File: src/rtl/enc_quad_counter.sv
// enc_quad_counter: x4 quadrature (A/B) decoder driving a wrapping up/down position counter.
// Optional macro ENC_GLITCH_FILTER_EN inserts a per-channel stability filter after the synchronisers.
module enc_quad_counter #(
  parameter int CNT_W       = 8,
  parameter int SYNC_STAGES = 2,
  parameter int CNT_INIT    = 0,
  parameter int FILT_CYCLES = 4
) (
  input  logic             clk,
  input  logic             rst_n,
  input  logic             a,
  input  logic             b,
  output logic [CNT_W-1:0] cnt,
  output logic             dir,
  output logic             err
);

  typedef enum logic [1:0] {
    STEP_NONE = 2'b00,
    STEP_UP   = 2'b01,
    STEP_DOWN = 2'b10,
    STEP_ILL  = 2'b11
  } step_t;

  // Classify a {A,B} transition: Gray-code neighbours count, both-bits-changed is illegal.
  function automatic step_t decode_step(input logic [1:0] prev, input logic [1:0] curr);
    step_t step;
    case ({prev, curr})
      4'b0010, 4'b1011, 4'b1101, 4'b0100: step = STEP_UP;
      4'b0001, 4'b0111, 4'b1110, 4'b1000: step = STEP_DOWN;
      4'b0011, 4'b1100, 4'b1001, 4'b0110: step = STEP_ILL;
      default:                            step = STEP_NONE;
    endcase
    return step;
  endfunction

  logic [SYNC_STAGES-1:0] a_sync_r;
  logic [SYNC_STAGES-1:0] b_sync_r;
  logic                   a_dec_s;
  logic                   b_dec_s;
  logic [1:0]             prev_r;
  logic [CNT_W-1:0]       cnt_r;
  logic [CNT_W-1:0]       cnt_nxt_s;
  logic                   dir_r;
  logic                   dir_nxt_s;
  logic                   err_r;
  logic                   err_nxt_s;
  step_t                  step_s;

  // Input synchronisers for the asynchronous encoder pins
  always_ff @(posedge clk or negedge rst_n) begin
    if (!rst_n) begin
      a_sync_r <= '0;
      b_sync_r <= '0;
    end else begin
      a_sync_r <= {a_sync_r[SYNC_STAGES-2:0], a};
      b_sync_r <= {b_sync_r[SYNC_STAGES-2:0], b};
    end
  end

`ifdef ENC_GLITCH_FILTER_EN
  localparam int FILT_W = (FILT_CYCLES > 1) ? $clog2(FILT_CYCLES) : 1;
  localparam logic [FILT_W-1:0] FILT_LAST = FILT_W'(FILT_CYCLES - 1);

  logic [1:0]        raw_s;
  logic [1:0]        filt_r;
  logic [FILT_W-1:0] stab_r [2];

  assign raw_s = {a_sync_r[SYNC_STAGES-1], b_sync_r[SYNC_STAGES-1]};

  // Stability filter: a channel follows its raw value only after FILT_CYCLES consecutive differing clocks
  always_ff @(posedge clk or negedge rst_n) begin
    if (!rst_n) begin
      filt_r    <= 2'b00;
      stab_r[0] <= '0;
      stab_r[1] <= '0;
    end else begin
      for (int i = 0; i < 2; i++) begin
        if (raw_s[i] == filt_r[i]) begin
          stab_r[i] <= '0;
        end else if (stab_r[i] == FILT_LAST) begin
          filt_r[i] <= raw_s[i];
          stab_r[i] <= '0;
        end else begin
          stab_r[i] <= stab_r[i] + FILT_W'(1);
        end
      end
    end
  end

  assign a_dec_s = filt_r[1];
  assign b_dec_s = filt_r[0];
`else
  assign a_dec_s = a_sync_r[SYNC_STAGES-1];
  assign b_dec_s = b_sync_r[SYNC_STAGES-1];
`endif

  // Next-state decode; counter and direction hold on idle and illegal steps
  always_comb begin
    cnt_nxt_s = cnt_r;
    dir_nxt_s = dir_r;
    err_nxt_s = 1'b0;
    step_s    = decode_step(prev_r, {a_dec_s, b_dec_s});
    case (step_s)
      STEP_UP: begin
        cnt_nxt_s = cnt_r + CNT_W'(1);
        dir_nxt_s = 1'b1;
      end
      STEP_DOWN: begin
        cnt_nxt_s = cnt_r - CNT_W'(1);
        dir_nxt_s = 1'b0;
      end
      STEP_ILL: begin
        err_nxt_s = 1'b1;
      end
      default: begin
        cnt_nxt_s = cnt_r;
        dir_nxt_s = dir_r;
        err_nxt_s = 1'b0;
      end
    endcase
  end

  // Registered decoder state and outputs
  always_ff @(posedge clk or negedge rst_n) begin
    if (!rst_n) begin
      prev_r <= 2'b00;
      cnt_r  <= CNT_W'(CNT_INIT);
      dir_r  <= 1'b0;
      err_r  <= 1'b0;
    end else begin
      prev_r <= {a_dec_s, b_dec_s};
      cnt_r  <= cnt_nxt_s;
      dir_r  <= dir_nxt_s;
      err_r  <= err_nxt_s;
    end
  end

  assign cnt = cnt_r;
  assign dir = dir_r;
  assign err = err_r;

endmodule

File: config.mk
export PLATFORM = sky130hd
export DESIGN_NAME = enc_quad_counter
export DESIGN_NICKNAME = d
export VERILOG_FILES = /design/src/rtl/enc_quad_counter.sv
export SDC_FILE = /design/constraint.sdc
export NUM_CORES = 1
export LEC_CHECK = 0
export BUFFER_PORTS_ARGS = -buffer_cell sky130_fd_sc_hd__buf_2
export CORE_ASPECT_RATIO = 1.1
export CORE_MARGIN = 4
export CORE_UTILIZATION = 40
export CTS_CLUSTER_SIZE = 10
export DETAILED_ROUTE_END_ITERATION = 10
export HOLD_SLACK_MARGIN = 0.02
export PLACE_DENSITY = 0.61
export SYNTH_ARGS = -nofsm -noshare
export SYNTH_HDL_FRONTEND = slang
export SYNTH_SLANG_ARGS = --single-unit
File: constraint.sdc
create_clock -name clk -period 6.79 [get_ports clk]
set_clock_uncertainty 0.15 [all_clocks]
set_input_delay 0.3395 -clock clk [delete_from_list [all_inputs] [get_ports clk]]
set_output_delay 0.3395 -clock clk [all_outputs]
set_load 0.03 [all_outputs]
# Word-level counts from Yosys, hierarchy flattened

Memories as Yosys holds them, arrays and structs flattened.
Cells that the tools add are included.

Flip-flop bits (word level): 16
ROM bits: 32
Input port bits: 4
Output and inout bits: 10
Memories kept: 1

Memories:

| name             | words | width | rd ports | clocked after memory_dff | wr ports | RTL line | source |
|---|---|---|---|---|---|---|---|
| (name not given) | 16    | 2     | 1        | 0                        | 0        | 28       | `case ({prev, curr})` |

Add/subtract/negate cells: 2
Equal/unequal tests: 3
Mux-type cells: 3
Reductions and logical operators: 1

Operators by type and width:

| kind                                                               | number |
|---|---|
| 8-bit case mux with 2 select lines                                 | 1 |
| 8-bit by 1-bit adder with 8-bit output, second input constant      | 1 |
| 8-bit by 1-bit subtractor with 8-bit output, second input constant | 1 |
| 2-bit == test, second input constant                               | 2 |
| 2-bit by 1-bit == test with 1-bit output, second input constant    | 1 |
| 1-bit case mux with 2 select lines                                 | 1 |
| 2-bit nonzero test                                                 | 1 |
| 1-bit two-way mux                                                  | 1 |

# Depth between registers and ports, before layout

Gate-level depths: netlist of the first run.
An unclocked memory read counts as a cell.

Word-level depth: 3
Gate-level depth with buffers: 13
Gate-level depth less buffers: 10

# Worst setup path before layout of the first run

Ideal clock, no wire load.

Path type: reg2reg
Start point: register a_sync_r[1]
End point: register cnt_r[4] (netlist: cnt[4])
Setup time: 133 ps
Arrival: 2277 ps
Required time: 6507 ps
Slack: 4230 ps
Stages on the path, launching flop included: 13
Path buffers: 3
Clock period less this slack: 2560 ps
Cell sequence: dfrtp_1 > buf_6 > nor2b_1 > o31ai_1 > ha_1 > buf_2 > buf_2 > xor2_1 > ha_1 > nor2_1 > o221a_2 > a31oi_1 > xnor2_1

Word-level cells in the longest chain between the ends: 3

RTL lines:

| what                                                                             | RTL line | source |
|---|---|---|
| from (decl)                                                                      | 37       | `logic [SYNC_STAGES-1:0] a_sync_r;` |
| from (signal assigned)                                                           | 56       | `a_sync_r <= {a_sync_r[SYNC_STAGES-2:0], a};` |
| memory 16 x 2 bit *                                                              | --       |  |
| 2-bit == test / 2-bit by 1-bit == test with 1-bit output (equally long branches) | 104      | `case (step_s)` |
| 8-bit case mux with 2 select lines / 2-bit nonzero test (equally long branches)  | --       |  |
| to (signal assigned)                                                             | 128      | `cnt_r <= CNT_W'(CNT_INIT);` |
| to (signal assigned)                                                             | 133      | `cnt_r <= cnt_nxt_s;` |
| to (decl)                                                                        | 42       | `logic [CNT_W-1:0] cnt_r;` |

Every way passes the cells marked *; elsewhere a longest branch is shown, timed or not.
A chain may end at the register's enable or synchronous reset.

# Worst setup path in the final report of the first run

Start point: register a_sync_r[1]
End point: register cnt_r[7] (netlist: cnt[7])

Same word-level chain as after synthesis.

==> flow_metrics.env, run 1 <==
export IMPL_grt_ovfl_total=0
export IMPL_pwr_share_clk=0.134
export IMPL_fmax_ghz=0.331
export IMPL_holdWs_ps=210
export IMPL_ff_latch_area_um2=400
export IMPL_core_area_um2=2590
export IMPL_slew_viol_final=0
export IMPL_area_growth_syn_to_layout_pct=11.5
export IMPL_path_clk_slew_ps=90
export IMPL_rsz0062_at_grt="false"
export IMPL_syn_area_per_cell_um2=9.35
export IMPL_dieArea_um2=3690
export IMPL_track_usage=0.148
export IMPL_post_dp_hpwl_um=1720
export IMPL_drive_gt1_frac=0.198
export IMPL_cp_slowest_stage_delay_ps=660
export IMPL_path_cells="nor2b_1, o31ai_1, ha_1, and4b_1, o21ai_0, nand3_1, o311ai_1, nor3_1"
export IMPL_ys_ff_latch=16
export IMPL_yosysMostFrequentCell="dfrtp_1"
export IMPL_drtAntennaViolNets=0
export IMPL_internal_power_uw=247
export IMPL_drc=0
export IMPL_dr_pass1_iters=4
export IMPL_cts_root_buf="clkbuf_4"
export IMPL_placed_area_um2=1170
export IMPL_htreeDepth=1
export IMPL_gp_congestion=0.840
export IMPL_cpMaxStageDelayCell="ha_1"
export IMPL_hp_class="register to register"
export IMPL_cts_resized_gates=0
export IMPL_cts_tree="done"
export IMPL_yosys_warnings=0
export IMPL_cp_top_family="compound AO/OA/AOI/OAI gates"
export IMPL_cts_setup_buffers=0
export IMPL_die_h_um=63.3
export IMPL_port_buffers=13
export IMPL_netlist_area_um2=1110
export IMPL_outcome="complete, no violations"
export IMPL_total_power_uw=478
export IMPL_path_max_fanout=21
export IMPL_worstSetupEndpointType="register"
export IMPL_async_flop_share=1.00
export IMPL_setup_viol=0
export IMPL_hold_viol_final=0
export IMPL_drv_cap=0
export IMPL_final_setup_tns_ps=0
export IMPL_synth_main_ff_cell="dfrtp_1"
export IMPL_p_switching_uw=231
export IMPL_cts_buffers=3
export IMPL_grt_first_pass_wirelength_um=4330
export IMPL_multi_input_area_um2=658
export IMPL_antennaDiodeCount=0
export IMPL_initial_core_util=0.429
export IMPL_fp_dieW_um=58.3
export IMPL_synthTopCellsByCount="dfrtp_1, a21oi_1, nor2_1"
export IMPL_clockBufferDepth=2
export IMPL_yosysSeqAreaShare=0.360
export IMPL_pwr_share_seq=0.398
export IMPL_drt_vias_per_instance=6.19
export IMPL_synth_area_leaders="dfrtp_1, a21oi_1, xnor2_1"
export IMPL_powerDensity_nw_per_um2=386
export IMPL_dr_first_iter_drc_count=22
export IMPL_min_period_ps=3020
export IMPL_synth_edf_count=0
export IMPL_grt_pass1_vias=924
export IMPL_fin_crit_sh=0.445
export IMPL_final_cell_area_um2=1240
export IMPL_worstSetupStartpointType="register"
export IMPL_syn_nets=125
export IMPL_grt_max_degree=22
export IMPL_antenna_found_initial=0
export IMPL_slew_headroom=0.545
export IMPL_yosysTopAreaCellShare=0.360
export IMPL_critPathRequiredTime_ps=6820
export IMPL_switching_share=0.484
export IMPL_p_leak_nw=0.508
export IMPL_p_comb_frac=0.468
export IMPL_io_pins=14
export IMPL_worstMarginPinSlew_ps=683
export IMPL_synth_distinct_cells=48
export IMPL_critPathBufInv=0
export IMPL_yosysTopAreaCell="dfrtp_1"
export IMPL_nNetsFinal=138
export IMPL_cts_sinks=16
export IMPL_placementRows=19
export IMPL_finalWirelength_um=2460
export IMPL_worstSetupPathType="register to register"
export IMPL_vdd_ir_drop_max_v=0.000243
export IMPL_route_vias_total=1002
export IMPL_fillers=253
export IMPL_cp_arrival_ps=3050
export IMPL_post_drt_wl_per_cell_um=15.2
export IMPL_clk_latency_ps=290
export IMPL_synthCells=119
[layout by cell type (no fill, tap or decap), types with 2 or more instances in the layout]
cell type	n
o221a_2	2
xnor2_1	5
a211oi_1	2
ha_1	2
mux2_2	2
clkbuf_4	3
a31oi_1	3
nor2_1	9
xor2_1	2
and4b_1	2
o21ai_0	3
buf_2	13
dfrtp_1	16
xor2_2	2
nand2_1	4
nor3_1	6
dlygate4sd3_1	3
o31a_1	2
a21oi_1	9
nor4b_1	2
o22ai_1	2
nand3_1	4
nand4_1	2
nor2b_1	6
inv_1	2
o211ai_1	2
[sequential cells by signal (all words and copies together) (netlist names)]
register and cells:
dir 1, prev_r 2, cnt 8, a_sync_r 2, err 1, b_sync_r 2
[worst paths after layout]
check | start | end | slack (ps) | cells after the start
setup / recovery | a_sync_r[1]$_DFF_PN0_ | cnt[7]$_DFFE_PN0P_ | 3770 | 8
hold / removal | b_sync_r[0]$_DFF_PN0_ | b_sync_r[1]$_DFF_PN0_ | 210 | 0
setup reg to reg | a_sync_r[1]$_DFF_PN0_ | cnt[7]$_DFFE_PN0P_ | 3770 | 8
hold reg to reg | b_sync_r[0]$_DFF_PN0_ | b_sync_r[1]$_DFF_PN0_ | 210 | 0
max in group asynchronous | rst_n | b_sync_r[1]$_DFF_PN0_ | 5890 | 2
min in group asynchronous | rst_n | cnt[5]$_DFFE_PN0P_ | 340 | 2
[through the flow]
step | utilization | setup WS, ps | std cells
2_1_floorplan | - | 4230 | 119
3_3_place_gp | 0.453 | 3880 | 155
3_5_place_dp | 0.453 | 3790 | 155
4_1_cts | 0.479 | 3780 | 162
5_1_grt | 0.479 | 3480 | 162
6_report | 0.479 | 3770 | 162
[area by class of cell]
type                       instances  share of cell area
tap                               31              0.0313
inverter                           3             0.00908
clock buffer                       4              0.0293
multi-input combinational         92               0.531
timing repair buffer              16              0.0767
sequential                        16               0.323
[cells by family (layout without fill, tap and decap cells)]
logic type,count (synthesis),after routing,synth area share
AOI/OAI and AO/OA,34,34,0.218
xor gates and xnor gates,10,10,0.0990
adders and majority gates,2,2,0.0225
buffers and inverters,11,23,0.0484
DFF,16,16,0.360
muxes,3,3,0.0292
and+or+nand+nor,43,43,0.223
[metal layers]
layer,wire (um),global-route usage,up-vias
met5,0,0,-
met4,39,0.0551,0
met3,120,0.0204,5
met2,1150,0.229,31
met1,1160,0.207,495
li1,-,-,471
[what timing repair did]
action,CTS,global route
setup endpoints to repair,0,0
hold endpoints to repair,18,0
hold buffers,3,0
[power by group through the flow]
stage | Combinational [mW] | Sequential, mW | Clock (mW)
2_1_floorplan | 0.159 | 0.199 | 0
3_3_place_gp | 0.220 | 0.189 | 0
3_5_place_dp | 0.222 | 0.192 | 0
4_1_cts | 0.225 | 0.191 | 0.0662
5_1_grt | 0.248 | 0.200 | 0.0691
6_report | 0.224 | 0.190 | 0.0641
[worst reg2reg max path, cell delays in order, from the launching register on]
cell,delay [ps]
dfrtp_1,500
nor2b_1,190
o31ai_1,270
ha_1,660
and4b_1,270
o21ai_0,300
nand3_1,220
o311ai_1,280
nor3_1,80
Power figures use the tool's default switching activity.
==> inputs of run 2 (changes only) <==
Settings changed: PLACE_DENSITY 0.61 to 0.63.
Clock period 6.79 ns to 2.45 ns, I/O delays scaled along.
==> run 2 against run 1 <==
Total power rose to 3.2 times the previous value. Critical path depth unchanged. Clock power rose to 2.9 times the previous value. Combinational power rose to 3.8 times the previous value. Utilization up 11 points. Count of clock-buffer cells in the layout did not move. Setup slack worse by 3700 ps. Die area is the same. Maximum frequency grew 26%. Final area increased by 23%. First-iteration DRC count rose to 2.6 times the previous value. Register-to-register slack worse by 3700 ps. Critical endpoint unchanged.
==> flow_metrics.env, run 2 (synthesis gave the netlist of run 1 again) <==
export IMPL_outcome="complete, no violations"
export IMPL_largest_reg_flops=8
export IMPL_min_period_ps=2390
export IMPL_grt_pass1_vias=972
export IMPL_path_cells="nor2b_4, o31ai_4, ha_4, buf_6, and4b_1, or4_4, o311ai_4, nor3_2"
export IMPL_fin_crit_sh=0.976
export IMPL_track_usage=0.165
export IMPL_internal_power_uw=803
export IMPL_hp_class="primary input to async pin"
export IMPL_worstMarginPinSlew_ps=465
export IMPL_cp_arrival_ps=2420
export IMPL_dr_pass1_iters=4
export IMPL_placed_area_um2=1310
export IMPL_rsz0062_at_grt="true"
export IMPL_nNetsFinal=156
export IMPL_grt_ovfl_total=0
export IMPL_cts_buffers=3
export IMPL_cts_sinks=16
export IMPL_drc=0
export IMPL_post_drt_wl_per_cell_um=16.1
export IMPL_antenna_found_initial=0
export IMPL_path_max_fanout=7
export IMPL_placementRows=19
export IMPL_layoutNonFillerInstCount=180
export IMPL_post_dp_hpwl_um=1890
export IMPL_final_util=0.589
export IMPL_core_area_um2=2590
export IMPL_drv_cap=0
export IMPL_grt_max_degree=17
export IMPL_die_h_um=63.3
export IMPL_pwr_share_clk=0.121
export IMPL_initial_core_util=0.429
export IMPL_holdWs_ps=106
export IMPL_fillers=233
export IMPL_vdd_ir_drop_max_v=0.000900
export IMPL_cp_slowest_stage_delay_ps=490
export IMPL_htreeDepth=1
export IMPL_drt_vias_per_instance=5.91
export IMPL_slew_viol_final=0
export IMPL_total_power_mw=1.55
export IMPL_drtAntennaViolNets=0
export IMPL_setup_viol=0
export IMPL_p_switching_uw=749
export IMPL_clockBufferDepth=2
export IMPL_powerDensity_nw_per_um2=1020
export IMPL_fp_dieW_um=58.3
export IMPL_critPathRequiredTime_ps=2480
export IMPL_route_vias_total=1063
export IMPL_final_common_cell="buf_4"
export IMPL_hold_viol_final=0
export IMPL_worstSetupEndpointType="register"
export IMPL_final_cell_area_um2=1530
export IMPL_pwr_share_seq=0.337
export IMPL_dieArea_um2=3690
export IMPL_grt_first_pass_wirelength_um=4780
export IMPL_worstSetupPathType="register to register"
export IMPL_final_cell_mix="buf_4, dfrtp_1, buf_2, a21oi_1, nor2_1"
export IMPL_dr_first_iter_drc_count=57
export IMPL_finalWirelength_um=2900
export IMPL_slew_headroom=0.690
export IMPL_area_growth_syn_to_layout_pct=37.2
export IMPL_gp_congestion=0.923
export IMPL_p_comb_frac=0.542
export IMPL_port_buffers=13
export IMPL_drive_gt1_frac=0.436
export IMPL_path_clk_slew_ps=110
export IMPL_p_leak_nw=0.625
export IMPL_antennaDiodeCount=0
export IMPL_cts_root_buf="clkbuf_4"
export IMPL_dp_cells=172
export IMPL_worstSetupStartpointType="register"
export IMPL_switching_share=0.483
export IMPL_final_setup_tns_ps=0
export IMPL_clk_latency_ps=300
export IMPL_fmax_ghz=0.418
export IMPL_cpMaxStageDelayCell="or4_4"
export IMPL_io_pins=14
export IMPL_setup_ws_ps=59.2
export IMPL_place_ws_ps=-158
export IMPL_cts_tree="done"
[run 2: cell count changes in the layout (fill, tap and decap cells not counted), sizes merged]
| cell | previous run | this run |
|---|---|---|
| buf | 13 | 31 |
[run 2: timing repair]
item / CTS / global route
buffers inserted: 0 / 1
pin swaps: 3 / 10
hold buffers: 3 / 0
endpoints found under the hold margin: 18 / 0
cloned: 0 / 1
endpoints found under the setup margin: 4 / 6
gates resized for setup: 5 / 25
[run 2: critical path: cells and delay by family, from the launching register on]
kind            cells  cell delay (ps)
fa+ha+maj           1              230
flops               1              480
buf+inv             1              120
simple gates        4              930
compound gates      2              370
[run 2: final cells by class]
type | count | area, um^2 | area share
Multi-Input combinational cell | 92 | 798 | 0.523
Timing Repair Buffer | 34 | 238 | 0.156
Sequential cell | 16 | 404 | 0.265
Clock buffer | 4 | 36.3 | 0.0238
Inverter | 3 | 11.3 | 0.00738
Tap cell | 31 | 38.8 | 0.0254
[run 2: final timing paths]
kind / start / endpoint / slack, ps / cells after the start
setup / recovery: a_sync_r[1]$_DFF_PN0_ / cnt[7]$_DFFE_PN0P_ / 60 / 8
hold / removal: rst_n / cnt[5]$_DFFE_PN0P_ / 110 / 2
setup reg to reg: a_sync_r[1]$_DFF_PN0_ / cnt[7]$_DFFE_PN0P_ / 60 / 8
hold reg to reg: b_sync_r[0]$_DFF_PN0_ / b_sync_r[1]$_DFF_PN0_ / 200 / 0
max in group asynchronous: rst_n / a_sync_r[1]$_DFF_PN0_ / 1740 / 2
min in group clk: b_sync_r[0]$_DFF_PN0_ / b_sync_r[1]$_DFF_PN0_ / 200 / 0
[run 2: routing by layer]
layer | wire length, um | part of all wire | global-route usage | vias up
li1 | - | - | - | 503
met4 | 42 | 0.014 | 0.0580 | 0
met1 | 1250 | 0.43 | 0.233 | 530
met2 | 1470 | 0.51 | 0.251 | 26
met5 | 0 | 0 | 0 | -
met3 | 139 | 0.048 | 0.0245 | 4
[run 2: power groups by stage]
stage	logic, mW	registers (mW)	clock network [mW]
2_1_floorplan	0.448	0.551	0
3_3_place_gp	0.736	0.481	0
3_5_place_dp	0.745	0.488	0
4_1_cts	0.754	0.483	0.189
5_1_grt	0.910	0.546	0.209
6_report	0.842	0.523	0.187
==> inputs of run 3 (changes only) <==
Settings changed: PLACE_DENSITY 0.63 to 0.61.
Clock period 2.45 ns to 2.9 ns, I/O delays scaled along.
==> run 3 against run 2 <==
Critical path depth is 1 higher. Largest cell class unchanged. Total power is 27% lower. Routed wire length is 18% lower. First-iteration DRC count is 39% lower. Sequential cell count stayed put. Combinational power is 37% lower. Count of clock-buffer cells in the layout stayed put. Largest power group unchanged. Die area stayed put. Utilization is 10 points lower.
==> flow_metrics.env, run 3 (synthesis gave the netlist of run 1 again) <==
export IMPL_outcome="complete, no violations"
export IMPL_cts_root_buf="clkbuf_4"
export IMPL_cts_setup_buffers=0
export IMPL_fin_crit_sh=0.911
export IMPL_nNetsFinal=140
export IMPL_dieArea_um2=3690
export IMPL_drt_vias_per_instance=5.88
export IMPL_p_switching_uw=543
export IMPL_clk_latency_ps=290
export IMPL_hp_class="primary input to async pin"
export IMPL_rsz0062_at_grt="false"
export IMPL_track_usage=0.146
export IMPL_path_max_fanout=17
export IMPL_antenna_found_initial=0
export IMPL_worstSetupPathType="register to register"
export IMPL_worstMarginPinSlew_ps=534
export IMPL_port_buffers=13
export IMPL_initial_core_util=0.429
export IMPL_min_period_ps=2640
export IMPL_pwr_share_seq=0.392
export IMPL_r2r_slack_ps=260
export IMPL_place_ws_ps=259
export IMPL_setup_viol=0
export IMPL_worstSetupStartpointType="register"
export IMPL_fmax_ghz=0.379
export IMPL_post_drt_wl_per_cell_um=14.5
export IMPL_cpMaxStageDelayCell="or4_1"
export IMPL_fp_dieW_um=58.3
export IMPL_total_power_mw=1.13
export IMPL_path_cells="nor2b_1, o31ai_1, ha_1, buf_4, o31a_1, nor4_2, or4_1, o311ai_1, nor3_1"
export IMPL_route_vias_total=964
export IMPL_slew_headroom=0.642
export IMPL_htreeDepth=1
export IMPL_p_comb_frac=0.472
export IMPL_final_setup_tns_ps=0
export IMPL_setup_ws_ps=259
export IMPL_fillers=238
export IMPL_die_h_um=63.3
export IMPL_p_leak_nw=0.517
export IMPL_core_area_um2=2590
export IMPL_switching_share=0.483
export IMPL_cp_arrival_ps=2670
export IMPL_dp_cells=157
export IMPL_internal_power_uw=582
export IMPL_layoutNonFillerInstCount=164
export IMPL_grt_first_pass_wirelength_um=4260
export IMPL_largest_reg_flops=8
export IMPL_cts_buffers=3
export IMPL_slew_viol_final=0
export IMPL_placementRows=19
export IMPL_cp_top_family="simple AND/OR/NAND/NOR gates"
export IMPL_clockBufferDepth=2
export IMPL_ff2ff_path_depth=9
export IMPL_grt_ovfl_total=0
export IMPL_cts_tree="done"
export IMPL_drtAntennaViolNets=0
export IMPL_io_pins=14
export IMPL_grt_max_degree=18
export IMPL_powerDensity_nw_per_um2=896
export IMPL_dr_first_iter_drc_count=35
export IMPL_worstReg2RegStart="a_sync_r[1]$_DFF_PN0_"
export IMPL_antennaDiodeCount=0
export IMPL_pwr_share_clk=0.136
export IMPL_critPathRequiredTime_ps=2920
export IMPL_post_dp_hpwl_um=1670
export IMPL_drive_gt1_frac=0.218
export IMPL_gp_congestion=0.816
export IMPL_grt_pass1_vias=944
export IMPL_worstSetupEndpointType="register"
export IMPL_drv_cap=0
export IMPL_drc=0
export IMPL_vdd_ir_drop_max_v=0.000636
export IMPL_finalWirelength_um=2380
export IMPL_cp_slowest_stage_delay_ps=520
export IMPL_final_cell_mix="dfrtp_1, buf_2, nor2_1, a21oi_1"
export IMPL_r2r_end="cnt[7]$_DFFE_PN0P_"
export IMPL_path_clk_slew_ps=110
export IMPL_area_growth_syn_to_layout_pct=12.9
export IMPL_critPathBufInv=1
export IMPL_hold_viol_final=0
export IMPL_dr_pass1_iters=4
export IMPL_cts_sinks=16
export IMPL_final_common_cell="dfrtp_1"
run 3: timing repair:
action / 4_1_cts / 5_1_grt
hold endpoints to repair: 18 / 0
setup endpoints to repair: 0 / 2
hold buffers: 3 / 0
resized for setup: 0 / 1
run 3: routing by layer:
layer  part of all wire  routed length, um  vias up  track usage
li1                   -                  -      482            -
met1               0.47               1110      441        0.189
met2               0.46               1100       31        0.235
met3              0.049                117       10       0.0286
met4              0.020                 48        0       0.0609
met5                  0                  0        -            0
run 3: area by class of cell:
cell class                      count  area (um^2)  area share
Tap cell                           31         38.8      0.0309
Multi-Input combinational cell     92          658       0.524
Timing Repair Buffer               18          110      0.0877
Clock buffer                        4         36.3      0.0289
Inverter                            3         11.3     0.00896
Sequential cell                    16          402       0.320
run 3: power by group through the flow:
stage	registers, mW	logic (mW)	clock network [mW]
floorplan	0.465	0.371	0
global placement	0.444	0.528	0
detailed placement	0.444	0.529	0
CTS	0.438	0.534	0.159
global route	0.464	0.592	0.170
finish	0.441	0.531	0.153
run 3: how the worst max path moves through the flow:
stage                          start                 end  cells past startpoint
3_3_place_gp   a_sync_r[1]$_DFF_PN0_  cnt[7]$_DFFE_PN0P_                      9
5_1_grt        a_sync_r[1]$_DFF_PN0_  cnt[5]$_DFFE_PN0P_                      8
6_report       a_sync_r[1]$_DFF_PN0_  cnt[7]$_DFFE_PN0P_                      9
4_1_cts        a_sync_r[1]$_DFF_PN0_  cnt[7]$_DFFE_PN0P_                      9
3_5_place_dp   a_sync_r[1]$_DFF_PN0_  cnt[7]$_DFFE_PN0P_                      9
2_1_floorplan  a_sync_r[1]$_DFF_PN0_  cnt[4]$_DFFE_PN0P_                     12
run 3: metrics by stage:
step | hold WS [ps] | utilization | instance area [um^2]
finish | 131 | 0.485 | 1260
global placement | -67.4 | 0.459 | 1190
CTS | 143 | 0.484 | 1250
floorplan | -301 | - | 1110
global route | 158 | 0.485 | 1260
detailed placement | -72.3 | 0.459 | 1190
